$ cat config.mk
export PLATFORM = sky130hd
export DESIGN_NAME = prio_enc_drain
export DESIGN_NICKNAME = d
export VERILOG_FILES = /design/src/rtl/enc_pkg.sv /design/src/rtl/prio_enc_comb.sv /design/src/rtl/prio_enc_drain.sv
export SDC_FILE = /design/constraint.sdc
export NUM_CORES = 1
export LEC_CHECK = 0
export CORE_UTILIZATION = 40
export DETAILED_ROUTE_END_ITERATION = 7
export GPL_TIMING_DRIVEN = 0
export PLACE_DENSITY = 0.72
export SLEW_MARGIN = 25
export SYNTH_ARGS = -nofsm -noshare
export SYNTH_HDL_FRONTEND = slang
export SYNTH_SLANG_ARGS = --single-unit
$ cat constraint.sdc
create_clock -name clk -period 1.4 [get_ports clk]
set_input_delay 0.21 -clock clk [delete_from_list [all_inputs] [get_ports clk]]
set_output_delay 0.21 -clock clk [all_outputs]
set_load 0.01 [all_outputs]
$ cat src/rtl/enc_pkg.sv
// enc_pkg: shared types and constants for the sequential priority encoder.
//   state_e  : controller states (IDLE waits for a vector, DRAIN emits indices)
//   N_DEF    : default request-vector width
//   W_DEF    : default index width
//   clog2()  : ceiling log2, used to size the index from the vector width
package enc_pkg;

   typedef enum logic {
      IDLE  = 1'b0,
      DRAIN = 1'b1
   } state_e;

   localparam int unsigned N_DEF = 8;
   localparam int unsigned W_DEF = 3;

   function automatic int unsigned clog2(input int unsigned v);
      int unsigned r;
      r = 0;
      for (int unsigned p = 1; p < v; p = p << 1) begin
         r = r + 1;
      end
      return r;
   endfunction

endpackage

$ cat src/rtl/prio_enc_comb.sv
// prio_enc_comb: combinational highest-set-bit finder.
//   vec_i [N-1:0] : bitmap to search
//   idx_o [W-1:0] : index of the highest set bit (0 when vec_i is all-zero)
//   any_o         : at least one bit of vec_i is set
module prio_enc_comb #(
   parameter int unsigned N = 8,
   parameter int unsigned W = 3
) (
   input  logic [N-1:0] vec_i,
   output logic [W-1:0] idx_o,
   output logic         any_o
);

   always_comb begin
      idx_o = '0;
      any_o = |vec_i;
      // Ascending scan: the last hit wins, i.e. the highest set bit.
      for (int unsigned i = 0; i < N; i++) begin
         if (vec_i[i]) begin
            idx_o = W'(i);
         end
      end
   end

endmodule

$ cat src/rtl/prio_enc_drain.sv
// prio_enc_drain: sequential priority encoder.
// Latches a multi-hot request vector over a valid/ready handshake, then emits
// the index of every set bit, highest first, one per output handshake.
//   clk, rst_n          : clock, asynchronous active-low reset
//   en                  : gates vector acceptance only
//   flush               : synchronous abort of the current drain
//   in_valid/in_ready   : input handshake, in_vec is the request bitmap
//   out_valid/out_ready : output handshake, out_idx is the current index
//   out_last            : current index is the final pending bit
//   zero_flag           : one-cycle pulse after an all-zero vector is accepted
//   busy                : controller is draining
module prio_enc_drain
   import enc_pkg::*;
#(
   parameter int unsigned N = N_DEF,
   parameter int unsigned W = clog2(N)
) (
   input  logic         clk,
   input  logic         rst_n,
   input  logic         en,
   input  logic         flush,
   input  logic         in_valid,
   output logic         in_ready,
   input  logic [N-1:0] in_vec,
   output logic         out_valid,
   input  logic         out_ready,
   output logic [W-1:0] out_idx,
   output logic         out_last,
   output logic         zero_flag,
   output logic         busy
);

   state_e         state_q, state_d;
   logic [N-1:0]   pending_q, pending_d;
   logic           zero_flag_q, zero_flag_d;

   logic [W-1:0]   hi_idx;
   logic           hi_any;

   prio_enc_comb #(
      .N (N),
      .W (W)
   ) u_find (
      .vec_i (pending_q),
      .idx_o (hi_idx),
      .any_o (hi_any)
   );

   // Outputs depend only on registered state, so in_vec never reaches them.
   assign out_idx   = hi_idx;
   assign out_last  = hi_any && ((pending_q & (pending_q - N'(1))) == '0);
   assign zero_flag = zero_flag_q;
   assign busy      = (state_q == DRAIN);

   always_comb begin
      state_d     = state_q;
      pending_d   = pending_q;
      zero_flag_d = 1'b0;
      in_ready    = 1'b0;
      out_valid   = 1'b0;
      case (state_q)
         IDLE: begin
            in_ready = en;
            if (in_valid && en) begin
               if (in_vec != '0) begin
                  pending_d = in_vec;
                  state_d   = DRAIN;
               end else begin
                  zero_flag_d = 1'b1;
               end
            end
         end
         DRAIN: begin
            out_valid = 1'b1;
            // flush wins over a coincident handshake; that index still counts
            // as delivered, nothing further follows.
            if (flush) begin
               pending_d = '0;
               state_d   = IDLE;
            end else if (out_ready) begin
               pending_d = pending_q & ~(N'(1) << hi_idx);
               if (out_last) begin
                  state_d = IDLE;
               end
            end
         end
         default: begin
            pending_d = '0;
            state_d   = IDLE;
         end
      endcase
   end

   always_ff @(posedge clk or negedge rst_n) begin
      if (!rst_n) begin
         state_q     <= IDLE;
         pending_q   <= '0;
         zero_flag_q <= 1'b0;
      end else begin
         state_q     <= state_d;
         pending_q   <= pending_d;
         zero_flag_q <= zero_flag_d;
      end
   end

endmodule

==> results of run 1 <==
worst max-delay path: cells and delay by family, from the launching register on:
family                 cells  cell delay [ns]
flip-flops                 1             0.45
AO/OA/AOI/OAI              1             0.12
buffers and inverters      1             0.09
AND/OR/NAND/NOR            3             0.64
Yosys cell counts (all sizes together), types with 2 or more instances:
| library cell | number | share of area |
|---|---|---|
| dfrtp | 10 | 0.36 |
| and3 | 2 | 0.018 |
| nor4 | 4 | 0.064 |
| a221o | 3 | 0.044 |
| nor2 | 8 | 0.047 |
| nor3 | 2 | 0.015 |
| nand2 | 5 | 0.027 |
| a22o | 3 | 0.038 |
| buf | 2 | 0.027 |
| a21oi | 3 | 0.027 |
| nor2b | 2 | 0.018 |
| nand3 | 4 | 0.029 |
| a41oi | 2 | 0.026 |
| o311ai | 2 | 0.026 |
| o21ai | 5 | 0.036 |
| inv | 3 | 0.016 |
logic make-up after synthesis:
kind of cell    count (synthesis)  synth area share
simple gates                   32            0.2701
compound gates                 27            0.3212
flops                          10            0.3650
buf+inv                         5           0.04380
per-layer routing:
layer | vias up | routed length [µm] | track usage
li1 | 386 | - | -
met1 | 413 | 1001 | 0.3325
met2 | 40 | 1344 | 0.4455
met3 | 8 | 186 | 0.04167
met4 | 0 | 55 | 0.06250
met5 | - | 0 | 0
through the flow:
step	worst slack, ns	cells	instance area [µm²]	TNS (ns)	util
2_1_floorplan	-0.04666	74	700.7	-0.1323	-
3_3_place_gp	-0.6443	111	930.9	-4.592	0.5971
3_5_place_dp	-0.6767	111	930.9	-4.830	0.5971
4_1_cts	-0.3286	131	1170	-1.506	0.7504
5_1_grt	-0.4172	137	1275	-2.369	0.8178
6_report	-0.3712	137	1275	-1.958	0.8178
state kept, by name (all words and copies together), names as in the netlist:
signal	count
pending_q	8
zero_flag	1
busy	1
how the worst max path moves through the flow:
stage                   end  slack [ns]
3_3_place_gp       out_last       -0.64
5_1_grt            out_last       -0.42
4_1_cts            out_last       -0.33
2_1_floorplan  pending_q[1]       -0.05
3_5_place_dp       out_last       -0.68
6_report           out_last       -0.37
final cells by class:
class / count / area share
plain buffers: 2 / 0.01472
repair buffers: 43 / 0.2974
inverters: 3 / 0.01079
clock buffers: 4 / 0.02061
flip-flops and latches: 10 / 0.2051
well taps: 16 / 0.01570
multi-input cells: 59 / 0.4357
placed cells by master, fill, tap and decap left out, types with 4 or more instances in the layout:
master / instances
buf_4: 18
clkdlybuf4s50_1: 14
dfrtp_2: 9
buf_6: 8
nand2_1: 5
nor4_4: 4
nand3_1: 4
power breakdown:
| group | internal (mW) | leakage (nW) | total, mW | switching, mW |
|---|---|---|---|---|
| clock network | 0.110 | 0.0150 | 0.219 | 0.109 |
| registers | 0.421 | 0.117 | 0.631 | 0.209 |
| logic | 1.11 | 0.396 | 2.14 | 1.03 |
| total | 1.65 | 0.528 | 2.99 | 1.35 |
repair_timing:
action,4_1_cts,5_1_grt
resized for setup,49,19
setup buffers,16,6
setup endpoints to repair,15,14
hold buffers,0,0
pin swaps,9,10
endpoints found under the hold margin,0,0
==> results.ini, run 1 <==
[placed_design]
gp_congestion=0.8251
portBuffers=21
hpwl_mm=1.432

[global_route]
antenna_found_initial=0
grt_pass1_wl_mm=3.532
grt_pass1_vias=779
grt_max_degree=11
grtUsageTotal=0.2563
gr-total-overflow=0

[detailed_routing]
vias=847
drc=0
wl_mm=2.588
ant_nets=0
via_per_inst=6.182
first_iter_violations=28
detail_route.wl_per_cell_um=18.89
drt_pass1_iterations=4

[finish]
diodes=0
fin_nets=136
fill_cells=100
syn2layout_area_growth_pct=85.95
multiInputGateArea_um2=555.5
drive_gt1_frac=0.5372
final-seq-area_um2=261.5

[floorplanning]
coreArea_mm2=0.001559
die_y_um=43.40
row_count=14
initial_core_util=0.4398
die_w_um=43.40
ioPinCount=22
die_area_mm2=0.001884

[outcome]
status=complete, but fails checks
violations=setup timing

[yosys]
synth_seq_cells=10
synthesis.area_um2=685.7
syn_nets=88
yosysSeqAreaShare=0.3650
ys.warnings.count=0
synth_enable_flop_cells=0
ys_types=35
synth-main-ff-cell=dfrtp_1
syn_area_per_cell_um2=9.266
synth_cells=74
synthArstFlopShare=1.000

[critical_path]
critPathArrivalTime_ns=1.56
crit_slowest_cell=dfrtp_2
crit_type=reg -> out
crit_fanout=4
r2r_setup_slack_ns=-0.24
r2r-start=pending_q[4]
cp-start-kind=register
rr_endpoint=pending_q[0]
crit_chain=nor4_4 > o21ai_1 > nand3_1 > and2_4 > buf_6
cp-end-kind=output port
cp_slowest_stage_delay_ns=0.45
cp.required_ns=1.19
crit_start=pending_q[4]
ff2ff_path_depth=6

[job]
drv_cap=0

[pwr]
ir_worst_vdd_mv=1.540
p_total_mw=2.994
power_density_mw_per_mm2=2348
p_leak_nw=0.5283

[timing]
worst_slack_ns=-0.3712
slew_headroom=0.5923
rsz0062_at_grt=true
layout_min_cycle_time_ns=1.771
tightest_slew_ns=0.6051
skew_ns=0.006013
hold_viol_final=0
worst_hold_slack_ns=0.2789
max_freq_mhz=564.6
finalSetupViolCount=10
report.final.slew_viol_count=0
timing.final.crit_share=1.265

[clock_tree]
clk_pin_slew_ns=0.08
clk_latency_ns=0.27
cts_buffer_depth=2
clockRootBuffer=clkbuf_4
cts_made_buffers=3
clock_sinks=10
cts_tree=yes
htree_levels=1

[hold_path]
hp-class=in -> async

(Power assumes the default switching activity.)
==> inputs of run 2 (changes only) <==
Settings changed: ABC_AREA set to 1, ABC_CLOCK_PERIOD_IN_PS set to 1400, CORE_UTILIZATION 40 to 41.
==> run 2 against run 1 <==
  * The flow still finishes with violations (setup timing)
  * Clock skew fell by 0.0054 ns
  * First-iteration DRC count shrank 71%
  * Sequential share of layout area rose by 1.3 points
  * Sequential power shrank 30%
  * Hold slack got worse by 0.0083 ns
  * Synthesized cell count increased by 59%
  * Via count up 0.59%
  * Clock-buffer cell count stayed put
  * Cell count is 28% higher
  * Largest cell class unchanged
==> results.ini, run 2 <==
[pwr]
p_int_mw=0.9769  ; was 1.646 mW
comb_power_share=0.588  ; was 0.716
sequentialPowerShare=0.261  ; was 0.211
p_leak_nw=0.5988  ; was 0.5283 nW
p_sw_mw=0.7188  ; was 1.347 mW
p_sw_frac=0.4239  ; was 0.4501
ir_worst_vdd_mv=0.8406  ; was 1.540 mV
power_density_mw_per_mm2=1449  ; was 2348 mW/mm²
power_frac_clock=0.151  ; was 0.073

[yosys]
syn_area_per_cell_um2=6.182  ; was 9.266 µm²
yosysSeqAreaShare=0.3431  ; was 0.3650
syn_nets=132  ; was 88
synth_enable_flop_cells=0  ; unchanged
synthesis.area_um2=729.5  ; was 685.7 µm²
yosys.area.top_type=dfrtp_1  ; unchanged
synth_top_area_frac=0.3431  ; was 0.3650
synthArstFlopShare=1.000  ; unchanged
synth_seq_cells=10  ; unchanged
synth_cells=118  ; was 74
ys.warnings.count=0  ; unchanged
synthTopCellsByCount=56 x nand2_1, 15 x inv_1, 10 x dfrtp_1  ; was 10 x dfrtp_1, 7 x nor2_1, 5 x nand2_1
synthMostInstantiatedCell=nand2_1  ; was dfrtp_1
ys_types=17  ; was 35
synth-main-ff-cell=dfrtp_1  ; unchanged
yosys-top-cells-area=dfrtp_1 34%, nand2_1 29%, inv_1 7.7%  ; was dfrtp_1 36%, nor4_2 5.5%, a221o_1 4.4%

[detailed_routing]
wl_met1_um=889  ; was 1.001 mm
wl_mm=1.950  ; was 2.588 mm
ant_nets=0  ; unchanged
dr_wl_met2_um=983  ; was 1.344 mm
via_per_inst=4.869  ; was 6.182
highest_layer=met4  ; unchanged
wl_met3_um=54  ; was 186 µm
first_iter_violations=8  ; was 28
drc=0  ; unchanged
drt_pass1_iterations=4  ; unchanged
detail_route.wl_per_cell_um=11.14  ; was 18.89 µm
vias=852  ; was 847

[timing]
skew_ns=0.0006166  ; was 0.006013 ns
report.final.slew_viol_count=0  ; unchanged
tightest_slew_ns=0.4710  ; was 0.6051 ns
hold_viol_final=0  ; unchanged
layout_min_cycle_time_ns=1.579  ; was 1.771 ns
rsz0062_at_grt=true  ; unchanged
tns_ns=-0.3087  ; was -1.958 ns
slew_headroom=0.6850  ; was 0.5923
timing.final.crit_share=1.128  ; was 1.265
max_freq_mhz=633.5  ; was 564.6 MHz
worst_slack_ns=-0.1786  ; was -0.3712 ns
finalSetupViolCount=3  ; was 10

[critical_path]
cp.required_ns=1.19  ; about the same
crit_chain=nor2_4 > nand2_1 > nand2_1 > nand2_1 > nand2_1 > nand2_1 > nor2_2 > buf_2  ; was nor4_4 > o21ai_1 > nand3_1 > and2_4 > buf_6
r2r_setup_slack_ns=0.04  ; was -0.24 ns
ff2ff_path_depth=8  ; was 6
cpMostUsedCell=nand2_1
critPathArrivalTime_ns=1.37  ; was 1.56 ns
r2r-start=pending_q[2]  ; was pending_q[4]
crit_slowest_cell=dfrtp_2  ; unchanged
crit_fanout=4  ; unchanged
cp-start-kind=register  ; unchanged
crit_type=reg -> out  ; unchanged
rr_endpoint=pending_q[5]  ; was pending_q[0]
cp-end-kind=output port  ; unchanged
cp_slowest_stage_delay_ns=0.44  ; was 0.45 ns

[global_route]
grtUsageTotal=0.2046  ; was 0.2563
grt_pass1_vias=752  ; was 779
gr-total-overflow=0  ; unchanged
antenna_found_initial=0  ; unchanged
grt_max_degree=11  ; unchanged
grt_pass1_wl_mm=3.049  ; was 3.532 mm

[finish]
fin_nets=174  ; was 136
fill_cells=134  ; was 100
drive_gt1_frac=0.3711  ; was 0.5372
diodes=0  ; unchanged
regMostFlops=pending_q  ; unchanged
syn2layout_area_growth_pct=60.38  ; was 85.95%
stdcell_area_mm2=0.001170  ; was 0.001275 mm²
largest_reg_flops=8  ; unchanged
final_cell_mix=46 x nand2_1, 14 x buf_4, 14 x clkdlybuf4s50_1, 12 x nand2_2, 9 x inv_1  ; was 18 x buf_4, 14 x clkdlybuf4s50_1, 9 x dfrtp_2, 8 x buf_6, 5 x nand2_1
final_common_cell=nand2_1  ; was buf_4

[floorplanning]
ioPinCount=22  ; unchanged
die_y_um=44.18  ; was 43.40 µm
initial_core_util=0.4627  ; was 0.4398
die_area_mm2=0.001952  ; was 0.001884 mm²
coreArea_mm2=0.001577  ; was 0.001559 mm²
row_count=14  ; unchanged
die_w_um=44.18  ; was 43.40 µm

[outcome]
status=complete, but fails checks  ; unchanged
violations=setup timing  ; unchanged

[clock_tree]
cts_buffer_depth=2  ; unchanged
clockRootBuffer=clkbuf_4  ; unchanged
clock_sinks=10  ; unchanged
clk_pin_slew_ns=0.07  ; was 0.08 ns
cts_tree=yes  ; unchanged
clk_latency_ns=0.26  ; was 0.27 ns
cts_made_buffers=3  ; unchanged
htree_levels=1  ; unchanged

[placed_design]
post-place-ws_ns=-0.3849  ; was -0.6767 ns
hpwl_mm=1.343  ; was 1.432 mm
gp_congestion=0.8438  ; was 0.8251
portBuffers=21  ; unchanged
placed_area_um2=959.7  ; was 930.9 µm²

[job]
drv_cap=0  ; unchanged

[hold_path]
hp-class=in -> async  ; unchanged

## run 2: cell types whose count changed in the layout (fill, tap and decap cells not counted), moves of 5 or more
| cell | change |
|---|---|
| buf_6 | -7 |
| dfrtp_1 | +5 |
| dfrtp_2 | -5 |
| inv_1 | +7 |
| inv_2 | +6 |
| nand2_1 | +41 |
| nand2_2 | +12 |
## run 2: area by class of cell
class | instances | area [µm²] | area share
Timing Repair Buffer | 36 | 316.6 | 0.2706
Multi-Input combinational cell | 92 | 471.7 | 0.4032
Buffer | 1 | 7.507 | 0.006417
Inverter | 16 | 62.56 | 0.05348
Clock buffer | 4 | 36.28 | 0.03102
Sequential cell | 10 | 255.2 | 0.2182
Tap cell | 16 | 20.02 | 0.01711
## run 2: how the worst max path moves through the flow
stage,cells past startpoint,endpoint,start,slack (ns)
after global routing,8,out_last,pending_q[2],-0.28
final,8,out_last,pending_q[1],-0.18
after floorplan,8,pending_q[2],busy,0.12
after CTS,6,out_last,pending_q[0],-0.21
after detailed placement,6,out_last,pending_q[1],-0.38
after global placement,6,out_last,pending_q[1],-0.38
## run 2: cell families (layout without fill, tap and decap cells)
group | Yosys count | after routing | share of synthesized area
flip-flops | 10 | 10 | 0.3431
AO/OA/AOI/OAI | 12 | 12 | 0.08919
AND/OR/NAND/NOR | 79 | 80 | 0.4751
buffers and inverters | 17 | 57 | 0.09262
## run 2: repair_timing
item	in CTS	in global routing
setup buffers	5	11
pin swaps	7	12
resized for setup	27	26
hold buffers	0	0
setup endpoints to repair	7	12
gates cloned	0	1
## run 2: worst max-delay path, delay by kind of cell (launching register included)
| kind | cells | cell delay (ns) |
|---|---|---|
| AND/OR/NAND/NOR | 7 | 0.53 |
| flip-flops | 1 | 0.44 |
| buffers and inverters | 1 | 0.13 |
## run 2: stage by stage
stage | hold WS (ns) | utilization | power [mW] | instances
after detailed placement | 0.5203 | 0.6087 | 1.202 | 155
after floorplan | -0.08559 | - | 0.9086 | 118
after global routing | 0.2952 | 0.7421 | 1.833 | 175
final | 0.2706 | 0.7421 | 1.696 | 175
after global placement | 0.5066 | 0.6087 | 1.187 | 155
after CTS | 0.2827 | 0.6587 | 1.517 | 164
## run 2: power by group through the flow
stage	clock, mW	combinational, mW	sequential, mW
finish	0.256	0.997	0.442
global route	0.275	1.10	0.454
CTS	0.260	0.830	0.427
detailed placement	0	0.768	0.434
global placement	0	0.757	0.430
floorplan	0	0.489	0.419
## run 2: routing by layer
| metal | vias up | global-route usage |
|---|---|---|
| met5 | - | 0 |
| met4 | 0 | 0.04242 |
| met3 | 4 | 0.02449 |
| met2 | 17 | 0.3471 |
| met1 | 381 | 0.2809 |
| li1 | 450 | - |
